==> config.mk <==
export PLATFORM = sky130hd
export DESIGN_NAME = sopc_mem_arbiter_flat
export DESIGN_NICKNAME = d
export VERILOG_FILES = /design/src/rtl/sopc_mem_arbiter_if.sv /design/src/rtl/sopc_mem_arbiter.sv /design/src/flat_wrapper.sv
export SDC_FILE = /design/constraint.sdc
export NUM_CORES = 1
export LEC_CHECK = 0
export CAP_MARGIN = 5
export CORE_MARGIN = 2
export CORE_UTILIZATION = 42
export CTS_CLUSTER_DIAMETER = 100
export CTS_CLUSTER_SIZE = 16
export DETAILED_ROUTE_END_ITERATION = 8
export GPL_TIMING_DRIVEN = 0
export HOLD_SLACK_MARGIN = 0.12
export PLACE_DENSITY = 0.94
export SLEW_MARGIN = 30
export SYNTH_ARGS = -nofsm -noshare
export SYNTH_HDL_FRONTEND = slang
export SYNTH_SLANG_ARGS = --single-unit
==> constraint.sdc <==
create_clock -name clk -period 3.9 [get_ports clk]
set_clock_uncertainty 0.15 [all_clocks]
set_input_delay 0.585 -clock clk [delete_from_list [all_inputs] [get_ports clk]]
set_output_delay 0.585 -clock clk [all_outputs]
set_load 0.005 [all_outputs]
==> src/rtl/sopc_mem_arbiter_if.sv <==
// Bus bundle between the memory arbiter, its masters and the shared RAM port.
// The slave modport is the arbiter's view; the master modport is the view of whatever drives it.
interface sopc_mem_arbiter_if #(
    parameter int NUM_MASTERS = 2,
    parameter int ADDR_WIDTH  = 32,
    parameter int DATA_WIDTH  = 32,
    parameter int SEL_WIDTH   = DATA_WIDTH / 8
);
    logic [NUM_MASTERS-1:0]            m_req_i;
    logic [NUM_MASTERS-1:0]            m_we_i;
    logic [NUM_MASTERS*ADDR_WIDTH-1:0] m_addr_i;
    logic [NUM_MASTERS*SEL_WIDTH-1:0]  m_sel_i;
    logic [NUM_MASTERS*DATA_WIDTH-1:0] m_data_i;
    logic [NUM_MASTERS-1:0]            m_ack_o;
    logic [DATA_WIDTH-1:0]             m_data_o;
    logic                              mem_ce_o;
    logic                              mem_we_o;
    logic [ADDR_WIDTH-1:0]             mem_addr_o;
    logic [SEL_WIDTH-1:0]              mem_sel_o;
    logic [DATA_WIDTH-1:0]             mem_data_o;
    logic [DATA_WIDTH-1:0]             mem_data_i;
    logic                              busy_o;
    logic [2:0]                        grant_o;

    modport slave (
        input  m_req_i, m_we_i, m_addr_i, m_sel_i, m_data_i, mem_data_i,
        output m_ack_o, m_data_o, mem_ce_o, mem_we_o, mem_addr_o, mem_sel_o,
               mem_data_o, busy_o, grant_o
    );

    modport master (
        output m_req_i, m_we_i, m_addr_i, m_sel_i, m_data_i, mem_data_i,
        input  m_ack_o, m_data_o, mem_ce_o, mem_we_o, mem_addr_o, mem_sel_o,
               mem_data_o, busy_o, grant_o
    );
endinterface

==> src/rtl/sopc_mem_arbiter.sv <==
// Round-robin arbiter sharing one synchronous RAM port between NUM_MASTERS masters.
// One access in flight at a time; read data is captured RAM_LATENCY cycles after issue.
module sopc_mem_arbiter #(
    parameter int NUM_MASTERS = 2,
    parameter int ADDR_WIDTH  = 32,
    parameter int DATA_WIDTH  = 32,
    parameter int SEL_WIDTH   = DATA_WIDTH / 8,
    parameter int RAM_LATENCY = 1
) (
    input  logic               clk,
    input  logic               rst,
    sopc_mem_arbiter_if.slave  bus
);
    typedef enum logic [1:0] {IDLE, ISSUE, WAIT, DONE} state_t;

    localparam logic [NUM_MASTERS-1:0] ACK_ONE   = NUM_MASTERS'(1);
    localparam logic [2:0]             GRANT_RST = 3'(NUM_MASTERS - 1);
    localparam logic [1:0]             LAT_LOAD  = 2'(RAM_LATENCY - 1);

    state_t                  state;
    logic [1:0]              lat_cnt;
    logic [2:0]              grant;

    logic                    found;
    logic [2:0]              pick;
    logic [2:0]              cand;
    logic [7:0]              req8;
    logic                    pick_we;
    logic [ADDR_WIDTH-1:0]   pick_addr;
    logic [SEL_WIDTH-1:0]    pick_sel;
    logic [DATA_WIDTH-1:0]   pick_data;

    // Search starts just past the last grant so the master served last ranks lowest.
    always_comb begin
        found = 1'b0;
        pick  = grant;
        cand  = '0;
        req8  = 8'(bus.m_req_i);
        for (int k = 1; k <= NUM_MASTERS; k++) begin
            cand = 3'((int'(grant) + k) % NUM_MASTERS);
            if (!found && req8[cand]) begin
                found = 1'b1;
                pick  = cand;
            end
        end
        pick_we   = 1'b0;
        pick_addr = '0;
        pick_sel  = '0;
        pick_data = '0;
        for (int i = 0; i < NUM_MASTERS; i++) begin
            if (pick == 3'(i)) begin
                pick_we   = bus.m_we_i[i];
                pick_addr = bus.m_addr_i[i*ADDR_WIDTH +: ADDR_WIDTH];
                pick_sel  = bus.m_sel_i[i*SEL_WIDTH +: SEL_WIDTH];
                pick_data = bus.m_data_i[i*DATA_WIDTH +: DATA_WIDTH];
            end
        end
    end

    always_ff @(posedge clk) begin
        if (rst) begin
            state          <= IDLE;
            lat_cnt        <= '0;
            grant          <= GRANT_RST;
            bus.m_ack_o    <= '0;
            bus.m_data_o   <= '0;
            bus.mem_ce_o   <= 1'b0;
            bus.mem_we_o   <= 1'b0;
            bus.mem_addr_o <= '0;
            bus.mem_sel_o  <= '0;
            bus.mem_data_o <= '0;
            bus.busy_o     <= 1'b0;
        end else begin
            case (state)
                IDLE: begin
                    if (found) begin
                        grant          <= pick;
                        bus.mem_ce_o   <= 1'b1;
                        bus.mem_we_o   <= pick_we;
                        bus.mem_addr_o <= pick_addr;
                        bus.mem_sel_o  <= pick_sel;
                        bus.mem_data_o <= pick_data;
                        bus.busy_o     <= 1'b1;
                        state          <= ISSUE;
                    end
                end
                ISSUE: begin
                    bus.mem_ce_o <= 1'b0;
                    bus.mem_we_o <= 1'b0;
                    lat_cnt      <= LAT_LOAD;
                    state        <= WAIT;
                end
                WAIT: begin
                    if (lat_cnt == 2'd0) begin
                        bus.m_data_o <= bus.mem_data_i;
                        bus.m_ack_o  <= ACK_ONE << grant;
                        state        <= DONE;
                    end else begin
                        lat_cnt <= lat_cnt - 2'd1;
                    end
                end
                DONE: begin
                    bus.m_ack_o <= '0;
                    bus.busy_o  <= 1'b0;
                    state       <= IDLE;
                end
                default: state <= IDLE;
            endcase
        end
    end

    assign bus.grant_o = grant;
endmodule
==> src/flat_wrapper.sv <==
// flat-port wrapper written by rule: the top's interface ports become plain ports
module sopc_mem_arbiter_flat 
#(
    parameter int NUM_MASTERS = 2,
    parameter int ADDR_WIDTH  = 32,
    parameter int DATA_WIDTH  = 32,
    parameter int SEL_WIDTH   = DATA_WIDTH / 8,
    parameter int RAM_LATENCY = 1
)
  (clk, rst, bus_m_req_i, bus_m_we_i, bus_m_addr_i, bus_m_sel_i, bus_m_data_i, bus_mem_data_i, bus_m_ack_o, bus_m_data_o, bus_mem_ce_o, bus_mem_we_o, bus_mem_addr_o, bus_mem_sel_o, bus_mem_data_o, bus_busy_o, bus_grant_o);
  sopc_mem_arbiter_if #(.NUM_MASTERS(NUM_MASTERS), .ADDR_WIDTH(ADDR_WIDTH), .DATA_WIDTH(DATA_WIDTH), .SEL_WIDTH(SEL_WIDTH)) bus_i ();
  input  logic clk;
  input  logic rst;
  input wire logic [$bits(bus_i.m_req_i)-1:0] bus_m_req_i;
  input wire logic [$bits(bus_i.m_we_i)-1:0] bus_m_we_i;
  input wire logic [$bits(bus_i.m_addr_i)-1:0] bus_m_addr_i;
  input wire logic [$bits(bus_i.m_sel_i)-1:0] bus_m_sel_i;
  input wire logic [$bits(bus_i.m_data_i)-1:0] bus_m_data_i;
  input wire logic [$bits(bus_i.mem_data_i)-1:0] bus_mem_data_i;
  output wire logic [$bits(bus_i.m_ack_o)-1:0] bus_m_ack_o;
  output wire logic [$bits(bus_i.m_data_o)-1:0] bus_m_data_o;
  output wire logic [$bits(bus_i.mem_ce_o)-1:0] bus_mem_ce_o;
  output wire logic [$bits(bus_i.mem_we_o)-1:0] bus_mem_we_o;
  output wire logic [$bits(bus_i.mem_addr_o)-1:0] bus_mem_addr_o;
  output wire logic [$bits(bus_i.mem_sel_o)-1:0] bus_mem_sel_o;
  output wire logic [$bits(bus_i.mem_data_o)-1:0] bus_mem_data_o;
  output wire logic [$bits(bus_i.busy_o)-1:0] bus_busy_o;
  output wire logic [$bits(bus_i.grant_o)-1:0] bus_grant_o;
  assign bus_i.m_req_i = bus_m_req_i;
  assign bus_i.m_we_i = bus_m_we_i;
  assign bus_i.m_addr_i = bus_m_addr_i;
  assign bus_i.m_sel_i = bus_m_sel_i;
  assign bus_i.m_data_i = bus_m_data_i;
  assign bus_i.mem_data_i = bus_mem_data_i;
  assign bus_m_ack_o = bus_i.m_ack_o;
  assign bus_m_data_o = bus_i.m_data_o;
  assign bus_mem_ce_o = bus_i.mem_ce_o;
  assign bus_mem_we_o = bus_i.mem_we_o;
  assign bus_mem_addr_o = bus_i.mem_addr_o;
  assign bus_mem_sel_o = bus_i.mem_sel_o;
  assign bus_mem_data_o = bus_i.mem_data_o;
  assign bus_busy_o = bus_i.busy_o;
  assign bus_grant_o = bus_i.grant_o;
  sopc_mem_arbiter #(.NUM_MASTERS(NUM_MASTERS), .ADDR_WIDTH(ADDR_WIDTH), .DATA_WIDTH(DATA_WIDTH), .SEL_WIDTH(SEL_WIDTH), .RAM_LATENCY(RAM_LATENCY)) u_core (.clk(clk), .rst(rst), .bus(bus_i));
endmodule
* Word level (Yosys, flattened, before mapping)
Index checks and enable logic that the tools add are counted.
** Cells by class
- Add/subtract/negate cells :: 3
- Order comparisons :: 2
- Equality and inequality tests :: 7
- Shifts and indexed selects :: 1
- Muxes and demuxes :: 28
- Bitwise gates (word level) :: 2
- Reductions and logical operators :: 16
** Operators by type and width (number)
- $mux 32 :: 4
- $reduce_and 2->1 :: 7
- $lt 3x4->1 const B :: 2
- $mux 1 :: 8
- $mux 2 :: 4
- $mux 4 :: 2
- $pmux 2 s2 :: 2
- $pmux 2 s4 :: 1
- $reduce_bool 2->1 :: 4
- $mux 3 :: 2
- $pmux 1 s2 :: 3
- $bmux 1 s2 :: 2
- $eq 2x2->1 const B :: 2
- $logic_not 2->1 :: 2
- $ne 2x1->1 const B :: 2
- $eq 3x1->1 const B :: 1
- $logic_not 3->1 :: 1
- $shl 1x3->2 const A :: 1
- $add 1x1->1 const B :: 2
- $and 1x1->1 const A :: 2
- $eq 2x1->1 const B :: 1
- $ne 2x2->1 const B :: 1
- $sub 2x1->2 const B :: 1
- $logic_and 1x1->1 :: 1
- $logic_not 1->1 :: 1
** Word-level totals
- Flip-flop bits (word level) :: 112
- Input port bits :: 174
- Output and inout port bits :: 108
- Logic and storage cells :: 70

* Logic depth before layout (Yosys ltp)
- Word-level depth :: 13
- Gate-level depth with buffers :: 7
- Depth with buffers taken out :: 5

* Least setup slack after synthesis
No wires, ideal clock.
- Path type :: input to register
- Start :: in bus_m_req_i[0]
- End :: reg u_core.state[0]
- Arrival time :: 1382 ps
- Required time :: 3618 ps
- Slack :: 2237 ps
- Cell stages on the path :: 4
- Buffers on the path :: 1
- Cells stage by stage :: buf_2 -> or3b_2 -> a21oi_1 -> nor3_1
** Between the ends
- Longest elaborated chain between the ends :: 8
- Elaborated cells between the ends (all ways) :: 10
** Ends and longest elaborated chain
- start: declaration :: RTL line flat_wrapper.sv:14 : input wire logic [$bits(bus_i.m_req_i)-1:0] bus_m_req_i;
- $bmux 1 s2 :: RTL line sopc_mem_arbiter.sv:41 : if (!found && req8[cand]) begin
- $mux 1 (not written as such) :: RTL line sopc_mem_arbiter.sv:41
- $mux 1 :: RTL line sopc_mem_arbiter.sv:41
- $logic_not 1->1 :: RTL line sopc_mem_arbiter.sv:41
- $logic_and 1x1->1 :: RTL line sopc_mem_arbiter.sv:41
- $mux 1 (*) :: RTL line sopc_mem_arbiter.sv:41
- $ne 2x1->1 (no line) (*)
- $reduce_and 2->1 (no line) (*)
- end signal: assignment :: RTL line sopc_mem_arbiter.sv:62 : state <= IDLE;
- end signal: assignment :: RTL line sopc_mem_arbiter.sv:84 : state <= ISSUE;
- end signal: assignment :: RTL line sopc_mem_arbiter.sv:91 : state <= WAIT;
- end: declaration :: RTL line sopc_mem_arbiter.sv:20 : state_t state;
Mark *: on every way between the ends. The rest lies on a longest branch, timed or not. The select of a mux whose other input is x is not followed.
A chain may end at the register's enable or synchronous reset.

* Final worst setup path
- Start :: in bus_m_req_i[1]
- End :: reg u_core.bus.mem_addr_o[3]
** Between the ends
- Longest elaborated chain between the ends :: 9
- Elaborated cells between the ends (all ways) :: 15
** Ends and longest elaborated chain
- $bmux 1 s2 :: RTL line sopc_mem_arbiter.sv:41
- $mux 1 (not written as such) :: RTL line sopc_mem_arbiter.sv:41
- $mux 1 :: RTL line sopc_mem_arbiter.sv:41
- $logic_not 1->1 :: RTL line sopc_mem_arbiter.sv:41
- $logic_and 1x1->1 :: RTL line sopc_mem_arbiter.sv:41
- $mux 3 :: RTL line sopc_mem_arbiter.sv:41
- $logic_not 3->1 :: RTL line sopc_mem_arbiter.sv:51 : if (pick == 3'(i)) begin
- $mux 32 (2 in series) :: RTL line sopc_mem_arbiter.sv:51
- end signal: assignment :: RTL line sopc_mem_arbiter.sv:80 : bus.mem_addr_o <= pick_addr;
- end: declaration :: RTL line sopc_mem_arbiter_if.sv:27 : output m_ack_o, m_data_o, mem_ce_o, mem_we_o, mem_addr_o, mem_sel_o,
Several ways; a longest one is shown, not always the timed one. The select of a mux whose other input is x is not followed.

==> impl_summary.md <==
Min path
Counting instances, the worst hold path has a depth of 2. The worst hold path terminates at u_core.bus.m_data_o[22]. In this run the worst hold path is classified as reg -> reg. The beginning of the worst hold path is u_core.bus.m_data_o[22].

Clocking
CTS built an H-tree with a depth of 3. The total setup buffers inserted after CTS is 0. The maximum buffer depth of the clock tree is 2. The master cell of the clock root buffer is sky130_fd_sc_hd__clkbuf_16. Gates resized during post-CTS repair numbered 0. The register clock-pin slew on the reported worst setup and hold paths is around 80 ps. The insertion delay of the later-clocked pin in the worst-skew pair is between 300 and 400 ps. For this design, the CTS-stage hold fixing added 0 buffers. TritonCTS built the clock tree. The clock net in this run drives a total of between 100 and 150 sinks. In this run, CTS created clock tree buffers numbering 9.

GRT
The first global-routing pass estimated slightly above 30,000 um of wire. The number of antenna violations at the first check in global routing is 0. The final global-route overflow total is 0. The number of global-route vias before repair is slightly below 6,000. In the global route stage, overall resource usage came out at 0.292.

The maximum number of pins on one net before global-route repair is 21.

Layout
The area used by sequential logic in the layout is roughly 2200 sq um. Summing all multi-input logic gate instances after layout gives between 2000 and 2500 sq um. The number of filler instances in the final layout is 930. The final instance count without filler cells is between 1,000 and 1,500. Measured on the finished design, the core utilization comes to 0.702. The post-layout net count is around 1,100. The diode insertion count for antenna repair is 0. With fillers left out, the area of the finished cells amounts to approximately 8400 sq um. The area added between synthesis and finish is 63.9%. The fraction of final layout cells with drive strength greater than 1 is 0.0620.

Synthesis
The number of storage elements in the synthesis netlist is 112. For this run, asynchronously set or reset flops after synthesis account for 0. The synthesized netlist occupies a cell area of 5120 sq um. When the netlist entered floorplanning its net count stood at between 800 and 900. Of the synthesized area, sequential elements account for 0.438. The number of synthesis warnings is 0. The number of enable-type register cells in the synthesized netlist is 0.

Sorting the synthesized cells by area gives the leading types as sky130_fd_sc_hd__dfxtp_1, sky130_fd_sc_hd__o211ai_1, sky130_fd_sc_hd__a31oi_1, sky130_fd_sc_hd__o22ai_1, sky130_fd_sc_hd__o21ai_0. The fraction of synthesized cell area taken by the top area cell type is 0.438. By count the netlist is led by sky130_fd_sc_hd__dfxtp_1, sky130_fd_sc_hd__o21ai_0, sky130_fd_sc_hd__nand2_1.

The most instantiated library cell after synthesis is sky130_fd_sc_hd__dfxtp_1. Counting distinct cell types in the post-synthesis netlist gives 32. The average instance in the mapped netlist occupies between 8 and 9 sq um.

Of all cell types, the one taking the most synthesized area is sky130_fd_sc_hd__dfxtp_1. In the synthesized netlist the dominant register cell turns out to be sky130_fd_sc_hd__dfxtp_1. Counting every instance in the synthesized netlist gives about 620.

Placed design
The total placed cells including tap cells is ~1,100. The post-placement worst setup slack is about 1400 ps. The sum of net half-perimeters after detailed placement is around 15,000 um. The quantity of I/O buffers inserted on ports is 280. After detailed placement, the total cell area comes to between 8000 and 9000 sq um. Routability-driven placement finished with a final weighted congestion of around 0.91.

Timing
The final number of max-transition violations came to 0. Of the available clock period, the critical path in the final layout requires 0.550. The achievable clock frequency is 466 MHz. The final worst setup slack is ~1800 ps.

At the pin with the least slew margin, the transition time is about 570 ps. The worst hold margin is approximately 300 ps. The worst pin sits at a relative slew slack of 0.621. Setup total negative slack on the finished layout was measured at 0 ps. The final critical-path required period is roughly 2100 ps.

Setup repair after global routing left no endpoint under its margin. The final-report setup violation count is 0. The final-report hold violation count came to 0.

Outcome
The flow ran to the end, and the final reports show no timing, DRC or antenna violations.

Floorplan
The initial utilization of the core area, before any placement, comes to 0.428. The height of the die is 114 um. The die area is roughly 13,000 sq um. The total area inside the core boundary comes to ~12,000 sq um. The number of placement rows is 40. The die span in x is around 110 um. In this run the count of I/O pins placed on the die edge is approximately 280.

Detailed routing
In the routed design, unresolved DRC markers number 0. In this run the remaining antenna-violating nets after routing total 0. Before antenna repair, the detailed router went through 5 iterations. The detailed router's first-iteration violation count is about 740. The number of vias per cell is slightly below 6. After detailed routing, the average wire length per cell comes to between 15 and 20 um. The wire length reported by the detailed router is 20,100 um. The total number of vias is 6,363.

Worst setup path
STA classifies the critical path endpoint as a register. The critical register-to-register path endpoint is u_core.bus.mem_data_o[5]. The startpoint of the worst-slack reg-to-reg timing path is u_core.state[0]. Of all nets on the critical path, the largest fanout is 10. The data arrival at the endpoint of the critical path is approximately 2300 ps. STA puts the critical path data required time at roughly 4000 ps. The category of the most critical setup path is in -> reg.

STA classifies the critical path startpoint as an input pin. The worst register-to-register path has a depth of 7. In this run the register-to-register setup slack is ~2000 ps.

Run
The tool flagged a number of max-cap violations equal to 0.

Power and ir drop
The standby leakage power is just under 3 nW. IR analysis of the VDD net gives a maximum drop of about 0.00035 V. Dividing total power by cell area gives a power density of 575 nW/um^2. Total power for the finished layout comes to 4.83 mW.
## cell families after synthesis
kind of cell | Yosys count | synth area share
compound gates | 323 | 0.386
mux | 2 | 0.00391
fa+ha+maj | 5 | 0.0122
simple gates | 91 | 0.0777
flops | 112 | 0.438
buf+inv | 90 | 0.0823
## worst max-delay path: stages
cell,delay [ps]
sky130_fd_sc_hd__clkdlybuf4s50_1,520
sky130_fd_sc_hd__inv_2,170
sky130_fd_sc_hd__buf_2,260
sky130_fd_sc_hd__buf_1,370
sky130_fd_sc_hd__o22ai_1,170
sky130_fd_sc_hd__a31oi_1,190
## cells in the final DEF, fill, tap and decap left out, types with 9 or more instances in the layout
cell	instances
sky130_fd_sc_hd__nand2_1	69
sky130_fd_sc_hd__o21ai_0	75
sky130_fd_sc_hd__a21oi_1	39
sky130_fd_sc_hd__clkdlybuf4s50_1	280
sky130_fd_sc_hd__o22ai_1	68
sky130_fd_sc_hd__clkbuf_16	9
sky130_fd_sc_hd__buf_2	24
sky130_fd_sc_hd__dfxtp_1	112
sky130_fd_sc_hd__o211ai_1	68
sky130_fd_sc_hd__a31oi_1	68
sky130_fd_sc_hd__clkbuf_1	42
## report_power, final
group | leakage, nW | total, mW | switching [mW] | internal [mW]
Combinational | 1.83 | 2.24 | 1.11 | 1.13
Sequential | 0.923 | 1.68 | 0.181 | 1.50
Clock | 0.133 | 0.919 | 0.471 | 0.448
Total | 2.88 | 4.83 | 1.76 | 3.07
## sequential cells by signal (all words and copies together) (netlist names)
name	flops
u_core.bus.busy_o	1
u_core.bus.mem_ce_o	1
u_core.bus.m_data_o	32
u_core.bus.mem_sel_o	4
u_core.bus.mem_we_o	1
u_core.bus.m_ack_o	2
u_core.state	2
u_core.bus.grant_o	3
u_core.bus.mem_addr_o	32
u_core.bus.mem_data_o	32
u_core.lat_cnt	2
## layer usage
metal	track usage	up-vias	share of wire
met5	0	-	0
met4	0.133	0	0.040
met3	0.0683	59	0.085
met2	0.492	379	0.49
met1	0.353	2967	0.39
li1	-	2958	-
## worst max path at each step
stage	startpoint	end	depth (start not counted)
after CTS	u_core.bus.grant_o[1]	bus_grant_o[1]	1
after detailed placement	bus_m_req_i[1]	u_core.bus.mem_data_o[6]	6
final	bus_m_req_i[1]	u_core.bus.mem_addr_o[3]	6
after global placement	bus_m_req_i[1]	u_core.bus.mem_data_o[12]	6
after global routing	bus_m_req_i[1]	u_core.bus.mem_addr_o[6]	6
after floorplan	bus_m_req_i[0]	u_core.state[0]	4
## layout make-up
type	instances	area share
plain buffers	81	0.0462
clock buffers	9	0.0268
clock inverters	7	0.00745
multi-input cells	421	0.293
repair buffers	280	0.334
inverters	9	0.00402
well taps	147	0.0219
flip-flops and latches	112	0.267
(Power assumes the default switching activity.)
